### src/rtl/rom_arb_pkg.sv
// Shared types and constants for the ROM read arbiter.
// A grant record travels down the ROM-latency pipeline alongside each read.
package rom_arb_pkg;

    localparam int unsigned ROM_WORD_BITS = 256;
    localparam int unsigned BYTE_SEL_W    = 5;
    localparam int unsigned ID_W          = 3;

    typedef struct packed {
        logic                  valid;
        logic [ID_W-1:0]       id;
        logic [BYTE_SEL_W-1:0] byte_sel;
    } rom_grant_t;

endpackage

### src/rtl/rr_arbiter.sv
// Combinational round-robin picker: first eligible client at or after rr_ptr, circularly.
// The pointer register lives in the instantiating module.
module rr_arbiter #(
    parameter int unsigned NUM_REQ = 3,
    parameter int unsigned PTR_W   = 2
) (
    input  logic [NUM_REQ-1:0] eligible,
    input  logic [PTR_W-1:0]   rr_ptr,
    output logic [NUM_REQ-1:0] grant_c,
    output logic [PTR_W-1:0]   grant_id_c,
    output logic               any_c
);

    // Pass one covers [rr_ptr, NUM_REQ), pass two wraps to [0, rr_ptr).
    always_comb begin
        grant_c    = '0;
        grant_id_c = '0;
        any_c      = 1'b0;
        for (int c = 0; c < int'(NUM_REQ); c++) begin
            if (!any_c && eligible[c] && (PTR_W'(c) >= rr_ptr)) begin
                grant_c[c] = 1'b1;
                grant_id_c = PTR_W'(c);
                any_c      = 1'b1;
            end
        end
        for (int c = 0; c < int'(NUM_REQ); c++) begin
            if (!any_c && eligible[c] && (PTR_W'(c) < rr_ptr)) begin
                grant_c[c] = 1'b1;
                grant_id_c = PTR_W'(c);
                any_c      = 1'b1;
            end
        end
    end

endmodule

### src/rtl/rom_read_arbiter.sv
// Shares one 256-bit ROM read port between NUM_REQ byte-read clients with round-robin
// fairness; one grant per cycle, one outstanding read per client.
module rom_read_arbiter
    import rom_arb_pkg::*;
#(
    parameter int unsigned NUM_REQ     = 3,
    parameter int unsigned ADDR_W      = 21,
    parameter int unsigned ROM_LATENCY = 2
) (
    input  logic                        CLK_50Mhz,
    input  logic                        reset,
    input  logic [NUM_REQ-1:0]          req,
    input  logic [NUM_REQ*16-1:0]       req_index,
    input  logic [NUM_REQ*ADDR_W-1:0]   req_base,
    output logic [NUM_REQ*8-1:0]        data_out,
    output logic [NUM_REQ-1:0]          data_valid,
    output logic [ADDR_W-BYTE_SEL_W-1:0] rom_address,
    input  logic [ROM_WORD_BITS-1:0]    rom_q,
    output logic                        busy
);

    localparam int unsigned PTR_W = (NUM_REQ > 1) ? $clog2(NUM_REQ) : 1;
    localparam int unsigned IDX_W = 16;

    logic [PTR_W-1:0]   rr_ptr;
    logic [PTR_W-1:0]   ptr_nxt_c;
    logic [NUM_REQ-1:0] pending;
    logic [NUM_REQ-1:0] pending_nxt_c;
    logic [NUM_REQ-1:0] eligible_c;
    logic [NUM_REQ-1:0] grant_c;
    logic [NUM_REQ-1:0] retire_c;
    logic [PTR_W-1:0]   grant_id_c;
    logic               any_c;
    logic [ADDR_W-1:0]  base_c;
    logic [IDX_W-1:0]   index_c;
    logic [ADDR_W-1:0]  addr_c;
    rom_grant_t         pipe [ROM_LATENCY];
    rom_grant_t         tail;

    rr_arbiter #(
        .NUM_REQ (NUM_REQ),
        .PTR_W   (PTR_W)
    ) u_rr (
        .eligible   (eligible_c),
        .rr_ptr     (rr_ptr),
        .grant_c    (grant_c),
        .grant_id_c (grant_id_c),
        .any_c      (any_c)
    );

    assign tail = pipe[ROM_LATENCY-1];

    // Eligibility, address of the winner, and pending bookkeeping.
    always_comb begin
        eligible_c = req & ~pending;
        base_c     = '0;
        index_c    = '0;
        retire_c   = '0;
        for (int c = 0; c < int'(NUM_REQ); c++) begin
            if (grant_c[c]) begin
                base_c  = req_base[c*ADDR_W +: ADDR_W];
                index_c = req_index[c*IDX_W +: IDX_W];
            end
            retire_c[c] = tail.valid && (tail.id == ID_W'(c));
        end
        addr_c        = base_c + ADDR_W'(index_c);
        pending_nxt_c = (pending | grant_c) & ~retire_c;
        ptr_nxt_c     = (grant_id_c == PTR_W'(NUM_REQ - 1)) ? '0 : PTR_W'(grant_id_c + PTR_W'(1));
    end

    always_ff @(posedge CLK_50Mhz) begin
        if (reset) begin
            rr_ptr      <= '0;
            pending     <= '0;
            rom_address <= '0;
            data_out    <= '0;
            data_valid  <= '0;
            for (int i = 0; i < int'(ROM_LATENCY); i++) begin
                pipe[i] <= '0;
            end
        end else begin
            pending <= pending_nxt_c;
            if (any_c) begin
                rr_ptr      <= ptr_nxt_c;
                rom_address <= addr_c[ADDR_W-1:BYTE_SEL_W];
            end
            pipe[0].valid    <= any_c;
            pipe[0].id       <= ID_W'(grant_id_c);
            pipe[0].byte_sel <= addr_c[BYTE_SEL_W-1:0];
            for (int i = 1; i < int'(ROM_LATENCY); i++) begin
                pipe[i] <= pipe[i-1];
            end
            // ROM word is valid as the grant reaches the pipeline tail.
            for (int c = 0; c < int'(NUM_REQ); c++) begin
                data_valid[c] <= retire_c[c];
                if (retire_c[c]) begin
                    data_out[c*8 +: 8] <= rom_q[{tail.byte_sel, 3'b000} +: 8];
                end
            end
        end
    end

    always_comb begin
        busy = 1'b0;
        for (int i = 0; i < int'(ROM_LATENCY); i++) begin
            busy = busy | pipe[i].valid;
        end
    end

endmodule

### config.mk
export PLATFORM = sky130hd
export DESIGN_NAME = rom_read_arbiter
export DESIGN_NICKNAME = d
export VERILOG_FILES = /design/src/rtl/rom_arb_pkg.sv /design/src/rtl/rr_arbiter.sv /design/src/rtl/rom_read_arbiter.sv
export SDC_FILE = /design/constraint.sdc
export NUM_CORES = 1
export LEC_CHECK = 0
export CAP_MARGIN = 20
export CORE_AREA = 4 4 158 160
export DETAILED_ROUTE_END_ITERATION = 16
export DIE_AREA = 0 0 162 164
export PLACE_DENSITY_LB_ADDON = 0.3
export SLEW_MARGIN = 10
export SYNTH_ARGS = -nofsm -noshare
export SYNTH_HDL_FRONTEND = slang
export SYNTH_SLANG_ARGS = --single-unit
### constraint.sdc
create_clock -name CLK_50Mhz -period 12.3 [get_ports CLK_50Mhz]
set_input_delay 3.69 -clock CLK_50Mhz [delete_from_list [all_inputs] [get_ports CLK_50Mhz]]
set_output_delay 3.69 -clock CLK_50Mhz [all_outputs]
set_load 0.01 [all_outputs]
=== Word level (Yosys, flattened, before mapping) ===
Memories as Yosys holds them, arrays and structs flattened.
Cells that the tools add are included.
W data, S select, Z words.

* Add/sub/neg operators: 2
* Reduce and logical (&&, ||, !) cells: 20
* Mux-type cells: 30
* Magnitude comparators: 6
* Shift operators: 1
* Bitwise operators: 10
* Equal/unequal tests: 3

{| class="wikitable"
|+ Operators by type and width
! kind !! count
|-
| $shiftx A256 B9 Y8 || 1
|-
| $mux W21 || 3
|-
| $mux W16 || 3
|-
| $add A21 B16 Y21 || 1
|-
| $mux W1 || 16
|-
| $logic_and A1 B1 Y1 || 14
|-
| $mux W2 || 5
|-
| $mux W9 || 1
|-
| $and A3 B3 Y3 || 2
|-
| $not A3 Y3 || 2
|-
| $logic_not A1 Y1 || 5
|-
| $mux W5 || 1
|-
| $or A1 B1 Y1 || 5
|-
| $ge A1 B2 Y1 const A || 2
|-
| $lt A1 B2 Y1 const A || 2
|-
| $eq A3 B1 Y1 const B || 1
|-
| $eq A3 B2 Y1 const B || 1
|-
| $logic_not A3 Y1 || 1
|-
| $mux W3 || 1
|-
| $or A3 B3 Y3 || 1
|-
| $add A2 B1 Y2 const B || 1
|-
| $eq A2 B2 Y1 const B || 1
|-
| $ge A2 B2 Y1 const A || 1
|-
| $lt A2 B2 Y1 const A || 1
|}

* Bits of input ports: 372
* Memories: 1
* RAM bits: 18
* Output and inout bits: 44
* Bits in registers: 48
* Logic and storage cells: 80

{| class="wikitable"
|+ Memories
! memory !! words !! width !! rd ports !! clocked after Yosys merged registers in !! wr ports !! line !! RTL
|-
| pipe || 2 || 9 || 2 || 0 || 2 || rom_read_arbiter.sv:37 || <nowiki>rom_grant_t pipe [ROM_LATENCY];</nowiki>
|}

=== Depth between registers and ports, before layout ===
Gate-level depths: netlist (run 1).

* Depth after elaboration: 27
* Mapped depth: 16
* Mapped depth without buffers: 14

=== By module ===
A second synthesis (run 1) with hierarchy kept.

* Cell total of the unflattened synthesis: 573
* Area total of the unflattened synthesis: 5660.4 um2

{| class="wikitable"
|+ By module, submodules not included
! module !! times used !! area each (um2) !! cells an instance !! sequential area each (um2)
|-
| rom_read_arbiter || 1 || 5572.8 || 560 || 1281.2
|-
| rr_arbiter || 1 || 87.6 || 13 || 0.0
|}

=== Least setup slack after synthesis (run 1) ===
OpenSTA, ideal clock, no wires.

* Kind: input -> register
* From: in req[0]
* To: reg rom_address[11]
* Required time: 12186 ps
* Data arrival time: 6858 ps
* Path slack: 5327 ps
* Setup time: 114 ps
* Cell stages on the path: 14
* Buffers on the path: 2
* Path through: nand2b_1 > o211a_1 > or2_1 > clkbuf_1 > clkbuf_1 > a222oi_1 > inv_1 > ha_1 > fa_1 > a211oi_1 > o21ai_1 > a2111oi_2 > o31ai_1 > a2111oi_0

* Cells in the longest elaborated chain, start to end: 25
* Elaborated cells between the ends (all ways): 35
* Classes of those cells: add/sub (1); mux (17); bitwise (1); reduce/logical (16)

{| class="wikitable"
|+ Ends and longest elaborated chain
! what !! line !! RTL
|-
| from (decl) || rom_read_arbiter.sv:12 || <nowiki>input logic [NUM_REQ-1:0] req,</nowiki>
|-
| $and A3 B3 Y3 (*) || rom_read_arbiter.sv:55 || <nowiki>eligible_c = req & ~pending;</nowiki>
|-
| $logic_and A1 B1 Y1 || rr_arbiter.sv:20 || <nowiki>if (!any_c && eligible[c] && (PTR_W'(c) >= rr_ptr)) begin</nowiki>
|-
| $mux W1 || rr_arbiter.sv:20 ||
|-
| $logic_not A1 Y1 || rr_arbiter.sv:20 ||
|-
| $logic_and A1 B1 Y1 (2 in series) || rr_arbiter.sv:20 ||
|-
| $mux W1 || rr_arbiter.sv:20 ||
|-
| $logic_not A1 Y1 || rr_arbiter.sv:20 ||
|-
| $logic_and A1 B1 Y1 (2 in series) || rr_arbiter.sv:20 ||
|-
| [5 not listed] || -- ||
|-
| $logic_not A1 Y1 || rr_arbiter.sv:27 || <nowiki>if (!any_c && eligible[c] && (PTR_W'(c) < rr_ptr)) begin</nowiki>
|-
| $logic_and A1 B1 Y1 (2 in series) || rr_arbiter.sv:27 ||
|-
| $mux W1 || rr_arbiter.sv:27 ||
|-
| $logic_not A1 Y1 || rr_arbiter.sv:27 ||
|-
| $logic_and A1 B1 Y1 (2 in series) || rr_arbiter.sv:27 ||
|-
| $mux W1 || rr_arbiter.sv:27 ||
|-
| $mux W21 or $mux W16 (tied branches) || rom_read_arbiter.sv:60 || <nowiki>if (grant_c[c]) begin</nowiki>
|-
| $add A21 B16 Y21 || rom_read_arbiter.sv:66 || <nowiki>addr_c = base_c + ADDR_W'(index_c);</nowiki>
|-
| to (signal assigned) || rom_read_arbiter.sv:85 || <nowiki>rom_address <= addr_c[ADDR_W-1:BYTE_SEL_W];</nowiki>
|-
| to (decl) || rom_read_arbiter.sv:17 || <nowiki>output logic [ADDR_W-BYTE_SEL_W-1:0] rom_address,</nowiki>
|}

Every way passes the cells marked *; elsewhere a longest branch is shown, timed or not.
A chain may end at the register's enable or synchronous reset.

=== Final worst setup path (run 1) ===
* From: in req[2]
* To: reg rom_address[11]

* Cells in the longest elaborated chain, start to end: 18
* Elaborated cells between the ends (all ways): 27
* Classes of those cells: add/sub (1); mux (14); bitwise (1); reduce/logical (11)

{| class="wikitable"
|+ Ends and longest elaborated chain
! what !! line
|-
| $and A3 B3 Y3 (*) || rom_read_arbiter.sv:55
|-
| $logic_and A1 B1 Y1 (2 in series) || rr_arbiter.sv:20
|-
| $mux W1 || rr_arbiter.sv:20
|-
| $logic_not A1 Y1 || rr_arbiter.sv:27
|-
| $logic_and A1 B1 Y1 (2 in series) || rr_arbiter.sv:27
|-
| $mux W1 || rr_arbiter.sv:27
|-
| $logic_not A1 Y1 || rr_arbiter.sv:27
|-
| $logic_and A1 B1 Y1 (2 in series) || rr_arbiter.sv:27
|-
| $mux W1 || rr_arbiter.sv:27
|-
| $logic_not A1 Y1 || rr_arbiter.sv:27
|-
| $logic_and A1 B1 Y1 (2 in series) || rr_arbiter.sv:27
|-
| $mux W1 || rr_arbiter.sv:27
|-
| $mux W21 or $mux W16 (tied branches) || rom_read_arbiter.sv:60
|-
| $add A21 B16 Y21 || rom_read_arbiter.sv:66
|}

Marked as above.

==> results of run 1 <==
[metrics by stage]
step / worst slack [ns] / utilization / power [W]
after floorplan: 5.327 / - / 0.0005826
after global placement: 4.591 / 0.4234 / 0.0008314
after detailed placement: 4.520 / 0.4234 / 0.0008327
after CTS: 4.851 / 0.4375 / 0.001115
after global routing: 4.334 / 0.4377 / 0.001174
final: 4.807 / 0.4380 / 0.001101
[worst paths after layout]
check | cells after the start | from | end
worst max-delay path | 14 | req[2] | rom_address[11]$_SDFFE_PP0P_
worst min-delay path | 1 | pipe[0][0]$_SDFF_PP0_ | pipe[0][9]$_SDFF_PP0_
worst max register to register | 13 | rr_ptr[0]$_SDFFE_PP0P_ | rom_address[11]$_SDFFE_PP0P_
worst min register to register | 1 | pipe[0][0]$_SDFF_PP0_ | pipe[0][9]$_SDFF_PP0_
[power by group]
part	switching (W)	total [W]	internal [W]
combinational	0.000244	0.000563	0.000318
clock	0.0000964	0.000276	0.000179
sequential	0.0000262	0.000263	0.000236
[routing by layer]
layer  vias up  share of wire  global-route usage
li1       2869              -                   -
met1      2978           0.41              0.2653
met2       275           0.49              0.3261
met3        21          0.089             0.06299
met4         4          0.012             0.04383
met5         -        0.00093                   0
[layout make-up]
type | instances | area [um2]
Multi-Input combinational cell | 382 | 3871
Sequential cell | 64 | 1286
Fill cell | 2295 | 13150
Tap cell | 319 | 399.1
Timing Repair Buffer | 423 | 4214
Clock inverter | 7 | 103.9
Clock buffer | 9 | 225.2
Inverter | 37 | 138.9
Antenna cell | 5 | 12.51
[cells in the final DEF (no fill, tap or decap), types with 9 or more instances in the layout]
master,n
nand2_1,55
nor2b_1,19
inv_1,37
o21ai_1,27
xnor2_1,9
ha_1,16
dfxtp_1,62
nor2_1,18
a222oi_1,33
a21oi_1,25
mux4_2,80
clkbuf_16,9
clkdlybuf4s50_1,415
[critical path, cell delays in order]
cell	delay, ns
clkdlybuf4s50_1	0.54
nor2b_1	0.19
o21ai_1	0.12
and3_1	0.20
buf_4	0.25
a222oi_1	0.37
inv_1	0.08
ha_1	0.22
fa_1	0.43
a211oi_1	0.33
o21ai_1	0.21
a2111oi_2	0.47
o31ai_1	0.22
a2111oi_0	0.37
[state kept, by name (all words and copies together) (netlist names)]
signal / flops
pending: 3
data_valid: 3
rr_ptr: 2
rom_address: 16
data_out: 24
pipe: 16
[kinds of logic (layout without fill, tap and decap cells)]
group | Yosys count | count (layout) | synth area share
AND/OR/NAND/NOR | 131 | 131 | 0.1154
other | 0 | 5 | 0
buffers and inverters | 75 | 476 | 0.06068
multiplexers | 88 | 88 | 0.3431
flip-flops | 64 | 64 | 0.2336
XOR/XNOR | 14 | 14 | 0.02235
AO/OA/AOI/OAI | 132 | 132 | 0.1848
adder cells (fa/ha/maj) | 17 | 17 | 0.04015
==> results_dict.tcl, run 1 <==
set metrics [dict create \
    fin_nets 1306 \
    async_reset_ff_frac 0 \
    clock_path_buffers 2 \
    ant_nets 0 \
    cts_tree "yes" \
    cts_sinks 64 \
    whs_ns 0.4389 \
    cts_resized 0 \
    grt_antenna_before_repair 9 \
    dp_hpwl_um 23980 \
    crit_arrival_ns 7.70 \
    hold_path_class "reg -> reg" \
    drt-initial-drc-count 507 \
    power_density_nw_per_um2 107.4 \
    die_h_um 164 \
    synth_edf_count 0 \
    cts_hold_buf 0 \
    grt_pass1_wl_um 39620 \
    drive_gt1_frac 0.1258 \
    dieWidth_um 162 \
    status "finished clean" \
    max_freq_mhz 133.5 \
    cp-start-kind "input port" \
    p_leak_nw 3.761 \
    cp_max_fo 37 \
    gp_congestion 0.9154 \
    vias_per_cell 4.933 \
    syn_inst 521 \
    clk_pin_slew_ns 0.05 \
    max-cap-violations 0 \
    cp-end-kind "register" \
    drt_pass1_iterations 9 \
    cp.required_ns 12.51 \
    rsz0062_at_grt "false" \
    finalSetupViolations 0 \
    crit_type "in -> reg" \
    tightest_slew_ns 0.9178 \
    rows 56 \
    grt_pass1_vias 6207 \
    syn_avg_cell_area_um2 10.53 \
    pin_count 416 \
    hold_viol_final 0 \
    fin_crit_ns 7.493 \
    ys_warn_count 0 \
    ys_ff_latch 64 \
    r2r_setup_slack_ns 8.29 \
    via_count 6147 \
    synth.most_common_cell "mux4_2" \
    synthFlopType "dfxtp_1" \
    yosysTopAreaCellShare 0.3285 \
    synth_cell_types 55 \
    dp.cells 1225 \
    finalMaxSlewViolations 0 \
    clk_latency_ns 0.33 \
    final_cells 1246 \
    grtUsageTotal 0.2011 \
    slew_headroom 0.3873 \
    fin_setup_tns_ns 0 \
    synth_seq_area_share 0.2336 \
    coreArea_um2 23400 \
    syn-cell-area_um2 5485 \
    drc_errors 0 \
    syn_nets 910 \
    grt-ovfl-total 0 \
    synth_area_leaders "mux4_2, dfxtp_1, a222oi_1" \
    die_area_um2 26570 \
    routed_wl_um 28070 \
    area_growth_pct 86.88 \
    yosysTopAreaCell "mux4_2" \
    start_util 0.2344 \
    place.port_buffers 415 \
    grt_max_degree 65 \
    post_dp_cell_area_um2 9910 \
    finalCritPeriodShare 0.6091 \
    fin_skew_ns 0.007343 \
    clockRootBuffer "clkbuf_16" \
    cts_made_buffers 9 \
    post_drt_wl_per_cell_um 22.53 \
    design_area_um2 10250 \
    irDropWorstVdd_mv 0.06424 \
    ys_top_cells_by_count "mux4_2, dfxtp_1, nand2_1" \
    cts_setup_buffers 0 \
    htree_num_levels 3 \
]
Note: power is estimated with default switching activity, not from simulation.
==> inputs of run 2 (changes only) <==
--- a/config.mk
+++ b/config.mk
@@ -6,9 +6,9 @@
 export NUM_CORES = 1
 export LEC_CHECK = 0
 export CAP_MARGIN = 20
-export CORE_AREA = 4 4 158 160
+export CORE_AREA = 4 4 160 162
 export DETAILED_ROUTE_END_ITERATION = 16
-export DIE_AREA = 0 0 162 164
+export DIE_AREA = 0 0 164 166
 export PLACE_DENSITY_LB_ADDON = 0.3
 export SLEW_MARGIN = 10
 export SYNTH_ARGS = -nofsm -noshare
==> constraint.sdc (replaced) <==
create_clock -name CLK_50Mhz -period 6.7 [get_ports CLK_50Mhz]
set_input_delay 2.01 -clock CLK_50Mhz [delete_from_list [all_inputs] [get_ports CLK_50Mhz]]
set_output_delay 2.01 -clock CLK_50Mhz [all_outputs]
set_load 0.01 [all_outputs]
==> run 2 against run 1 <==
  * Die area rose by 2.5%
  * Worst hold slack got worse by 0.0040 ns
  * Combinational power rose by 85%
  * Register-to-register slack got worse by 5.5 ns
  * Wire length fell by 0.68%
  * Critical path type unchanged
  * Critical endpoint unchanged
  * Largest cell class unchanged
==> results_dict.tcl, run 2 (synthesized netlist as in run 1, its figures left out) <==
set metrics [dict create \
    fin_skew_ns 0.007943 \
    cts_sinks 64 \
    max-cap-violations 0 \
    hold_path_class "reg -> reg" \
    finalMaxSlewViolations 0 \
    grt_antenna_before_repair 8 \
    cts_made_buffers 9 \
    routed_wl_um 27880 \
    fill_cells 2389 \
    grt_max_degree 65 \
    cts_setup_buffers 0 \
    power_density_nw_per_um2 199.1 \
    hold_end "pipe[0][11]$_SDFF_PP0_" \
    final_common_cell "clkdlybuf4s50_1" \
    grt_pass1_wl_um 39810 \
    vias_per_cell 4.996 \
    cts_tree "yes" \
    cts_resized 0 \
    critPathLaunch "req[2]" \
    cp.required_ns 6.91 \
    finalCritPeriodShare 0.8466 \
    irDropWorstVdd_mv 0.1332 \
    power_w 0.002046 \
    use_met1 0.2596 \
    status "finished clean" \
    tightest_slew_ns 0.9472 \
    power_switching_w 0.0006771 \
    switching_share 0.3309 \
    htree_num_levels 3 \
    rows 57 \
    ant_nets 0 \
    drt_pass1_iterations 13 \
    drive_gt1_frac 0.1277 \
    drc_errors 0 \
    setup_ws_ns 1.028 \
    gp_congestion 0.9007 \
    rsz0062_at_grt "false" \
    final_cells 1251 \
    max_freq_mhz 176.3 \
    top_usage_layer "met2" \
    pwr-share-seq 0.237 \
    hold_depth 1 \
    clk_latency_ns 0.33 \
    dieWidth_um 164 \
    slew_headroom 0.3676 \
    register_area_um2 1286 \
    pin_count 416 \
    min_from "pipe[0][2]$_SDFF_PP0_" \
    regMostFlops "data_out" \
    crit_arrival_ns 5.88 \
    hold_viol_final 0 \
    drt-initial-drc-count 553 \
    cp_max_fo 6 \
    fin_nets 1308 \
    fin_crit_ns 5.672 \
    finalSetupViolations 0 \
    die_area_um2 27220 \
    clockRootBuffer "clkbuf_16" \
    die_h_um 166 \
    clk_pin_slew_ns 0.06 \
    r2r_setup_slack_ns 2.81 \
    grt_use_met2 0.3273 \
    reg2reg_from "rr_ptr[0]$_SDFFE_PP0P_" \
    p_leak_nw 3.775 \
    dp.cells 1232 \
    area_growth_pct 87.39 \
    grt-ovfl-total 0 \
    via_count 6250 \
    dp_hpwl_um 23870 \
    reg2reg_depth 12 \
    multi_input_area_um2 3871 \
    cts_hold_buf 0 \
    grtUsageTotal 0.1958 \
    post_drt_wl_per_cell_um 22.29 \
    use_met3 0.03996 \
    place_ws_ns 0.7172 \
    clock_path_buffers 2 \
    cp-start-kind "input port" \
    start_util 0.2276 \
    timing.rr.end "rom_address[11]$_SDFFE_PP0P_" \
    place.port_buffers 415 \
    coreArea_um2 24110 \
    pwr-share-comb 0.507 \
    final_cell_mix "clkdlybuf4s50_1, mux4_2, dfxtp_1" \
    internal-power_w 0.001369 \
    largest_reg_flops 24 \
    grt_pass1_vias 6495 \
    biggestRegsByFlops "data_out: 24 flops, pipe: 16 flops, rom_address: 16 flops" \
    clkPwrFrac 0.256 \
    whs_ns 0.4349 \
    crit_type "in -> reg" \
    fin_setup_tns_ns 0 \
    cp-end-kind "register" \
]
## run 2: power groups by stage
stage	Combinational, W	Clock, W	Sequential [W]
floorplan	0.000592	0	0.000478
global placement	0.00104	0	0.000495
detailed placement	0.00104	0	0.000495
CTS	0.00105	0.000542	0.000488
global route	0.00112	0.000560	0.000496
finish	0.00104	0.000523	0.000485
## run 2: worst max-delay path: stages
cell and delay (ns):
clkdlybuf4s50_1 0.52, nor2b_1 0.19, o21ai_1 0.12, and3_1 0.29
a222oi_1 0.36, inv_1 0.08, ha_1 0.23, fa_1 0.44
a211oi_1 0.33, o21ai_1 0.20, a2111oi_2 0.49, o31ai_1 0.24
a2111oi_0 0.39
## run 2: cell type report
type,instances,share of cell area
multi-input cells,382,0.3766
clock buffers,10,0.02435
inverters,37,0.01351
well taps,324,0.03944
flip-flops and latches,64,0.1251
repair buffers,425,0.4114
diodes,3,0.0007304
clock inverters,6,0.008764
## run 2: worst max-delay path by stage
stage,to,slack [ns]
floorplan,rom_address[11]$_SDFFE_PP0P_,1.41
global placement,rom_address[11]$_SDFFE_PP0P_,0.80
detailed placement,rom_address[11]$_SDFFE_PP0P_,0.72
CTS,rom_address[11]$_SDFFE_PP0P_,1.04
global route,rom_address[11]$_SDFFE_PP0P_,0.68
finish,rom_address[11]$_SDFFE_PP0P_,1.03
## run 2: stage by stage
| stage | utilization | instance area (um2) |
|---|---|---|
| 3_5_place_dp | 0.4120 | 9931 |
| 5_1_grt | 0.4262 | 10270 |
| 2_1_floorplan | - | 5485 |
| 6_report | 0.4264 | 10280 |
| 4_1_cts | 0.4261 | 10270 |
| 3_3_place_gp | 0.4120 | 9931 |
## run 2: per-layer routing
metal	share of wire	up-vias
met5	0.0015	-
met4	0.018	6
met3	0.068	33
met2	0.49	256
met1	0.42	3086
li1	-	2869
==> inputs of run 3 (changes only) <==
--- a/config.mk
+++ b/config.mk
@@ -6,9 +6,9 @@
 export NUM_CORES = 1
 export LEC_CHECK = 0
 export CAP_MARGIN = 20
-export CORE_AREA = 4 4 160 162
+export CORE_AREA = 4 4 159 161
 export DETAILED_ROUTE_END_ITERATION = 16
-export DIE_AREA = 0 0 164 166
+export DIE_AREA = 0 0 163 165
 export PLACE_DENSITY_LB_ADDON = 0.3
 export SLEW_MARGIN = 10
 export SYNTH_ARGS = -nofsm -noshare
==> constraint.sdc (replaced) <==
create_clock -name CLK_50Mhz -period 5.4 [get_ports CLK_50Mhz]
set_input_delay 1.62 -clock CLK_50Mhz [delete_from_list [all_inputs] [get_ports CLK_50Mhz]]
set_output_delay 1.62 -clock CLK_50Mhz [all_outputs]
set_load 0.01 [all_outputs]
==> run 3 against run 2 <==
  * Die area down 1.2%
  * Design area grew 2.1%
  * Sequential cell count did not move
  * Critical path type unchanged
  * Critical endpoint is now rom_address[8]$_SDFFE_PP0P_
==> results_dict.tcl, run 3 (synthesized netlist as in run 1, its figures left out) <==
set metrics [dict create \
    grt-ovfl-total 0 \
    cpMaxStageDelayCell "or4_1" \
    clk_pin_slew_ns 0.06 \
    final_cells 1267 \
    cts_setup_buffers 0 \
    drt-initial-drc-count 614 \
    slew_headroom 0.3195 \
    grtUsageTotal 0.1917 \
    fin_nets 1326 \
    grt_pass1_vias 6393 \
    drive_gt1_frac 0.1518 \
    fill_cells 2379 \
    hold_viol_final 0 \
    vias_per_cell 4.902 \
    place.port_buffers 415 \
    gp_congestion 0.8397 \
    cts_made_buffers 9 \
    drc_errors 0 \
    clock_path_buffers 2 \
    die_h_um 165 \
    die_area_um2 26900 \
    cts_sinks 64 \
    largest_reg_flops 24 \
    rows 57 \
    start_util 0.2289 \
    htree_num_levels 3 \
    final_cell_mix "clkdlybuf4s50_1, mux4_2, dfxtp_1" \
    coreArea_um2 23960 \
    tightest_slew_ns 1.019 \
    crit_arrival_ns 5.43 \
    grt_max_degree 39 \
    p_leak_nw 3.881 \
    cp-start-kind "input port" \
    pin_count 416 \
    regMostFlops "data_out" \
    dp.cells 1250 \
    finalMaxSlewViolations 0 \
    fin_crit_ns 5.168 \
    fin_skew_ns 0.009329 \
    clk_latency_ns 0.33 \
    post_drt_wl_per_cell_um 21.52 \
    power_density_nw_per_um2 245.9 \
    dp_hpwl_um 23560 \
    design_area_um2 10490 \
    max_stage_delay_ns 0.54 \
    crit_type "in -> reg" \
    post_dp_cell_area_um2 10120 \
    max-cap-violations 0 \
    cp_max_fo 15 \
    cp.required_ns 5.66 \
    routed_wl_um 27270 \
    cp-end-kind "register" \
    status "finished clean" \
    grt_antenna_before_repair 5 \
    clockRootBuffer "clkbuf_16" \
    finalSetupViolations 0 \
    finalCritPeriodShare 0.9571 \
    area_growth_pct 91.31 \
    drt_pass1_iterations 8 \
    via_count 6211 \
    irDropWorstVdd_mv 0.1302 \
    dieWidth_um 163 \
    cts_tree "yes" \
    hold_path_class "reg -> reg" \
    crit_chain "clkdlybuf4s50_1 -> nor2b_1 -> o21ai_1 -> and3_2 -> buf_12 -> a222oi_1 -> inv_1 -> ha_1 -> and3_1 -> a211oi_2 -> a2111oi_4 -> or4_1 -> a31o_1 -> a21oi_1" \
    grt_pass1_wl_um 38490 \
    final_common_cell "clkdlybuf4s50_1" \
    ant_nets 0 \
    biggestRegsByFlops "data_out: 24 flops, pipe: 16 flops, rom_address: 16 flops" \
    r2r_setup_slack_ns 1.61 \
    max_freq_mhz 193.5 \
]
-- run 3: worst paths after layout --
check	startpoint	to	cells after the start
worst max-delay path	req[2]	rom_address[8]$_SDFFE_PP0P_	14
worst min-delay path	pipe[0][0]$_SDFF_PP0_	pipe[0][9]$_SDFF_PP0_	1
worst max register to register	rr_ptr[0]$_SDFFE_PP0P_	rom_address[14]$_SDFFE_PP0P_	14
worst min register to register	pipe[0][0]$_SDFF_PP0_	pipe[0][9]$_SDFF_PP0_	1
-- run 3: layout make-up --
class                      count  area (um2)  area share
clock buffer                   9       225.2     0.02146
antenna                        1       2.502   0.0002385
multi-input combinational    382        3919      0.3734
tap                          324       405.4     0.03863
clock inverter                 7       102.6    0.009777
sequential                    64        1286      0.1226
inverter                      37       138.9     0.01323
timing repair buffer         443        4414      0.4207
-- run 3: metal layers --
layer / wire [um] / global-route usage
met1: 11370 / 0.2493
met2: 13660 / 0.3230
met3: 1793 / 0.05016
met4: 379 / 0.04003
met5: 60 / 0
-- run 3: worst max-delay path: cells and delay by family --
kind,cells,cell delay (ns)
buffers and inverters,3,0.80
and+or+nand+nor,4,1.31
adders and majority gates,1,0.38
AOI/OAI and AO/OA,6,1.30
-- run 3: repair_timing --
item                                    4_1_cts  5_1_grt
hold buffers                                  0        0
gates resized for setup                       0       10
endpoints found under the setup margin        0        7
-- run 3: power by group --
part | internal (W) | leakage (nW) | switching (W)
clock | 0.000409 | 0.157 | 0.000227
combinational | 0.000770 | 3.20 | 0.000560
sequential | 0.000538 | 0.526 | 0.0000768
total | 0.00172 | 3.88 | 0.000864
-- run 3: metrics by stage --
step                hold WS (ns)  power, W  setup TNS [ns]  setup WS (ns)    util
floorplan                 0.4138  0.001327               0         0.4974       -
global placement          0.4230  0.001931         -0.6508        -0.1513  0.4221
detailed placement        0.4222  0.001942          -1.234        -0.2845  0.4221
CTS                       0.4359  0.002594               0        0.03116  0.4358
global route              0.4502  0.002744       -0.008929      -0.008929  0.4378
finish                    0.4314  0.002580               0         0.2316  0.4379
